## config.mk

```make
export PLATFORM = sky130hd
export DESIGN_NAME = gpu_cmd_sched
export DESIGN_NICKNAME = d
export VERILOG_FILES = /design/src/rtl/gpu_cmd_sched.sv
export SDC_FILE = /design/constraint.sdc
export NUM_CORES = 1
export LEC_CHECK = 0
export ABC_AREA = 0
export BUFFER_PORTS_ARGS = -buffer_cell sky130_fd_sc_hd__buf_2
export CORE_MARGIN = 8
export CORE_UTILIZATION = 51
export CTS_BUF_LIST = sky130_fd_sc_hd__clkbuf_8
export DETAILED_ROUTE_END_ITERATION = 10
export GPL_TIMING_DRIVEN = 1
export PLACE_DENSITY = 0.9
export RECOVER_POWER = 50
export SLEW_MARGIN = 20
export SYNTH_ARGS = -nofsm -noshare
export SYNTH_HDL_FRONTEND = slang
export SYNTH_SLANG_ARGS = --single-unit
```

## constraint.sdc

```tcl
create_clock -name clk -period 3.7 [get_ports clk]
set_clock_uncertainty 0.15 [all_clocks]
set_input_delay 0.555 -clock clk [delete_from_list [all_inputs] [get_ports clk]]
set_output_delay 0.555 -clock clk [all_outputs]
set_load 0.02 [all_outputs]
```

## src/rtl/gpu_cmd_sched.sv

```systemverilog
// Command-stream scheduler: forwards GPU words with zero latency and executes
// in-band control commands (frame-mark wait, fence, cycle delay) that stall the stream.
module gpu_cmd_sched #(
    parameter int WAIT_W = 24
) (
    input  logic        clk,
    input  logic        rst,
    input  logic [63:0] in_data,
    input  logic        in_valid,
    output logic        in_ready,
    output logic [63:0] out_data,
    output logic        out_valid,
    input  logic        out_ready,
    input  logic        gpu_busy,
    input  logic        lcd_fmark,
    output logic [7:0]  fence_cnt,
    output logic        fence_stb,
    output logic        sched_busy
);

    typedef enum logic [1:0] {
        ST_RUN,
        ST_WAIT_FM,
        ST_WAIT_IDLE,
        ST_WAIT_CNT
    } state_t;

    localparam logic [3:0] CTRL_TAG     = 4'hF;
    localparam logic [3:0] OP_WAIT_FM   = 4'h1;
    localparam logic [3:0] OP_FENCE     = 4'h2;
    localparam logic [3:0] OP_WAIT_CNT  = 4'h3;

    state_t            state_q;
    logic [WAIT_W-1:0] cnt_q;
    logic [7:0]        fence_cnt_q;
    logic              fm_s1_q;
    logic              fm_s2_q;
    logic              fm_prev_q;

    logic       is_ctrl;
    logic [3:0] sub_op;
    logic       stall_op;
    logic       fm_rise;
    logic       in_ready_c;
    logic       out_valid_c;
    logic       fence_stb_c;

    assign is_ctrl  = (in_data[63:60] == CTRL_TAG);
    assign sub_op   = in_data[59:56];
    assign stall_op = (sub_op == OP_WAIT_FM) || (sub_op == OP_FENCE) || (sub_op == OP_WAIT_CNT);
    assign fm_rise  = fm_s2_q & ~fm_prev_q;

    // Wait-state pops are masked during reset so an aborted wait never consumes its word.
    always_comb begin
        in_ready_c  = 1'b0;
        out_valid_c = 1'b0;
        fence_stb_c = 1'b0;
        unique case (state_q)
            ST_RUN: begin
                if (!is_ctrl) begin
                    out_valid_c = in_valid;
                    in_ready_c  = out_ready;
                end else begin
                    in_ready_c = ~stall_op;
                end
            end
            ST_WAIT_FM:   in_ready_c = fm_rise & ~rst;
            ST_WAIT_IDLE: begin
                in_ready_c  = ~gpu_busy & ~rst;
                fence_stb_c = ~gpu_busy & ~rst;
            end
            ST_WAIT_CNT:  in_ready_c = (cnt_q == '0) & ~rst;
            default: ;
        endcase
    end

    always_ff @(posedge clk) begin
        if (rst) begin
            state_q     <= ST_RUN;
            cnt_q       <= '0;
            fence_cnt_q <= '0;
            fm_s1_q     <= 1'b0;
            fm_s2_q     <= 1'b0;
            fm_prev_q   <= 1'b0;
        end else begin
            fm_s1_q   <= lcd_fmark;
            fm_s2_q   <= fm_s1_q;
            fm_prev_q <= fm_s2_q;
            unique case (state_q)
                ST_RUN: begin
                    if (in_valid && is_ctrl) begin
                        if (sub_op == OP_WAIT_FM) begin
                            state_q <= ST_WAIT_FM;
                        end else if (sub_op == OP_FENCE) begin
                            state_q <= ST_WAIT_IDLE;
                        end else if (sub_op == OP_WAIT_CNT) begin
                            cnt_q   <= in_data[WAIT_W-1:0];
                            state_q <= ST_WAIT_CNT;
                        end
                    end
                end
                ST_WAIT_FM: begin
                    if (fm_rise) begin
                        state_q <= ST_RUN;
                    end
                end
                ST_WAIT_IDLE: begin
                    if (!gpu_busy) begin
                        fence_cnt_q <= fence_cnt_q + 8'd1;
                        state_q     <= ST_RUN;
                    end
                end
                ST_WAIT_CNT: begin
                    if (cnt_q == '0) begin
                        state_q <= ST_RUN;
                    end else begin
                        cnt_q <= cnt_q - WAIT_W'(1);
                    end
                end
                default: state_q <= ST_RUN;
            endcase
        end
    end

    assign in_ready   = in_ready_c;
    assign out_valid  = out_valid_c;
    assign out_data   = in_data;
    assign fence_stb  = fence_stb_c;
    assign fence_cnt  = fence_cnt_q;
    assign sched_busy = (state_q != ST_RUN);

endmodule

```

==> results.json <==
{
  "outcome": "finished with violations",
  "failed_checks": "capacitance limit, slew limit",
  "grtUsageMet2": 0.284,
  "rows": 27,
  "routed_wl_um": 7680,
  "syn_nets": 434,
  "drtIter0Drc": 357,
  "pwr-share-comb": 0.118,
  "finalHoldViolations": 0,
  "yosys_warnings": 0,
  "p_leak_nw": 1.16,
  "synth_top_area_cell": "dfxtp_1",
  "track_usage": 0.174,
  "post_cts_buffers": 0,
  "cts_root_buf": "clkbuf_8",
  "antenna_cells": 0,
  "max_stage_delay_ns": 1.26,
  "finalSetupViolations": 0,
  "ys_ff_latch": 37,
  "period_needed_ns": 3.11,
  "place.detailed.hpwl_um": 5520,
  "ys.flop_type": "dfxtp_1",
  "nFillCells": 542,
  "sw_frac_of_total": 0.255,
  "cts_buffer_depth": 2,
  "grt_pass1_wl_um": 12300,
  "synth_top_area_share": 0.259,
  "pwr_density_cell_nw_per_um2": 305,
  "gp_congestion": 0.970,
  "synth.area.mux_share": 0.00349,
  "synthToLayoutAreaGrowth_pct": 0.306,
  "overflow": 0,
  "start_util": 0.523,
  "ys_types": 62,
  "dr.pass1.iters": 5,
  "cp_slowest_cell": "clkbuf_1",
  "max_freq_mhz": 321,
  "portBuffers": 81,
  "hold_start": "fm_s1_q",
  "worstPathArrival_ns": 2.41,
  "cts_buffers": 5,
  "avgSynthCellArea_sq_um": 7.93,
  "cts_htree_levels": 2,
  "via_per_inst": 6.24,
  "nets": 439,
  "cts_resized": 0,
  "crit_fanout": 38,
  "crit_top_cell": "buf_2",
  "post-route-util": 0.525,
  "synth_compound_area_frac": 0.237,
  "routed-via-count": 2740,
  "drive_above_1_share": 0.237,
  "grt-busiest-layer": "met2",
  "crit_chain": "buf_2 > clkbuf_1 > inv_1 > and2_1 > buf_2",
  "intPower_mw": 0.653,
  "clock_power_share": 0.426,
  "p_seq_frac": 0.456,
  "core_sq_um": 5470,
  "cts_tree": "built",
  "synth_top_family_by_area": "simple AND/OR/NAND/NOR gates",
  "cts.sink_count": 37,
  "ctsHoldBuffers": 0,
  "antenna_found_initial": 0,
  "maxSlewHeadroom": -0.177,
  "ios": 146,
  "wl_per_cell_um": 17.5,
  "switchingPower_mw": 0.224,
  "grt_max_degree": 39,
  "synthXorXnorAreaFrac": 0.0245,
  "hold_path_class": "register to register",
  "final_common_cell": "buf_2",
  "die_h_um": 90.9,
  "die_area_sq_um": 8270,
  "fin_crit_sh": 0.842,
  "synth_seq_area_share": 0.259,
  "layout_common_cells": "60 x buf_2, 37 x dfxtp_1, 32 x a21oi_1",
  "synth_area_sq_um": 2860,
  "worst-setup-path-type": "input port to primary output",
  "worstPathRequired_ns": 2.99,
  "path_clk_slew_ns": 0.08,
  "synthTopCellsByArea": "dfxtp_1 26%, buf_4 18%, a21oi_1 5.6%",
  "synth_edf_count": 0,
  "crit_path_start_kind": "input port",
  "grt_pass1_vias": 2559,
  "tightest_slew_ns": 1.77,
  "setup-tns-final_ns": 0,
  "r2r-start": "state_q[0]",
  "ir_drop_mv": 0.246,
  "async_reset_ff_frac": 0,
  "cp-end-kind": "primary output",
  "die_w_um": 90.9,
  "synth-simple-area-share": 0.239,
  "startpoint": "rst",
  "max-cap-violations": 1,
  "syn_inst": 361,
  "synth_fa_ha_area_frac": 0.0131,
  "grtUsageMet1": 0.207,
  "antenna_left": 0,
  "rsz0062_at_grt": "false",
  "grt_use_met3": 0.0543,
  "final-max-slew-violation-count": 39,
  "remaining_drc_errors": 0,
  "clkLatencyLatePin_ns": 0.30
}
## power groups by stage
stage / Clock, mW / Sequential, mW / Combinational, mW
3_5_place_dp: 0 / 0.410 / 0.107
3_3_place_gp: 0 / 0.410 / 0.105
6_report: 0.374 / 0.400 / 0.103
4_1_cts: 0.375 / 0.400 / 0.107
2_1_floorplan: 0 / 0.409 / 0.130
5_1_grt: 0.394 / 0.401 / 0.111
## worst max-delay path: cells and delay by family
| kind | cells | cell delay [ns] |
|---|---|---|
| buffers and inverters | 4 | 1.63 |
| and+or+nand+nor | 1 | 0.21 |
## routing by layer
metal  share of wire  routed length [um]  vias up
li1                -                   -     1264
met1            0.39                3010     1248
met2            0.48                3680      185
met3           0.097                 747       43
met4           0.031                 239        0
met5               0                   0        -
## logic make-up after synthesis
logic type	count (synthesis)
AOI/OAI and AO/OA	94
xor gates and xnor gates	8
adders and majority gates	3
buffers and inverters	96
DFF	37
muxes	1
and+or+nand+nor	122
## area by class of cell
class / instances / area [sq um] / area share
Multi-Input combinational cell: 228 / 1480 / 0.515
Sequential cell: 37 / 741 / 0.258
Timing Repair Buffer: 86 / 413 / 0.144
Tap cell: 72 / 90.1 / 0.0314
Clock buffer: 6 / 82.6 / 0.0287
Clock inverter: 2 / 37.5 / 0.0131
Inverter: 8 / 30.0 / 0.0105
## flip-flops by register name (all words and copies together) (netlist names)
register,count
cnt_q,24
fence_cnt,8
fm_prev_q,1
fm_s1_q,1
fm_s2_q,1
state_q,2
## per-stage QoR
stage / power (mW) / instance area [sq um] / worst slack [ns] / cells / hold slack, ns
floorplan: 0.539 / 2860 / 1.25 / 361 / 0.264
global placement: 0.515 / 2780 / 1.11 / 431 / 0.273
detailed placement: 0.517 / 2780 / 0.987 / 431 / 0.286
CTS: 0.883 / 2900 / 0.695 / 439 / 0.313
global route: 0.906 / 2870 / 0.288 / 439 / 0.317
finish: 0.878 / 2870 / 0.585 / 439 / 0.301
## path summary, 6_finish.rpt
kind	endpoint	slack, ns	cells after the start
hold reg to reg	fm_s2_q	0.30	1
setup reg to reg	cnt_q[6]	1.08	4
hold / removal	fm_s2_q	0.30	1
setup / recovery	fence_stb	0.59	5
## synth_stat cells, types with 2 or more instances
| cell | n |
|---|---|
| a32oi_1 | 6 |
| a21oi_1 | 32 |
| buf_4 | 67 |
| ha_1 | 3 |
| nor4_4 | 2 |
| a22oi_1 | 4 |
| o22ai_1 | 3 |
| a2bb2oi_1 | 2 |
| xnor2_1 | 2 |
| a31oi_1 | 9 |
| a41oi_1 | 2 |
| buf_2 | 5 |
| and3_1 | 2 |
| and4_1 | 4 |
| nor4_1 | 3 |
| xor2_1 | 6 |
| and2_1 | 7 |
| nand4_1 | 8 |
| a32o_1 | 2 |
| clkbuf_1 | 13 |
| inv_1 | 8 |
| o21ai_0 | 6 |
| nor2_1 | 27 |
| nor3b_1 | 5 |
| nor3_1 | 11 |
| nand2_1 | 25 |
| buf_6 | 2 |
| o32ai_1 | 10 |
| nor2b_1 | 4 |
| nand3_1 | 13 |
| dfxtp_1 | 37 |
Power figures use the tool's default switching activity.
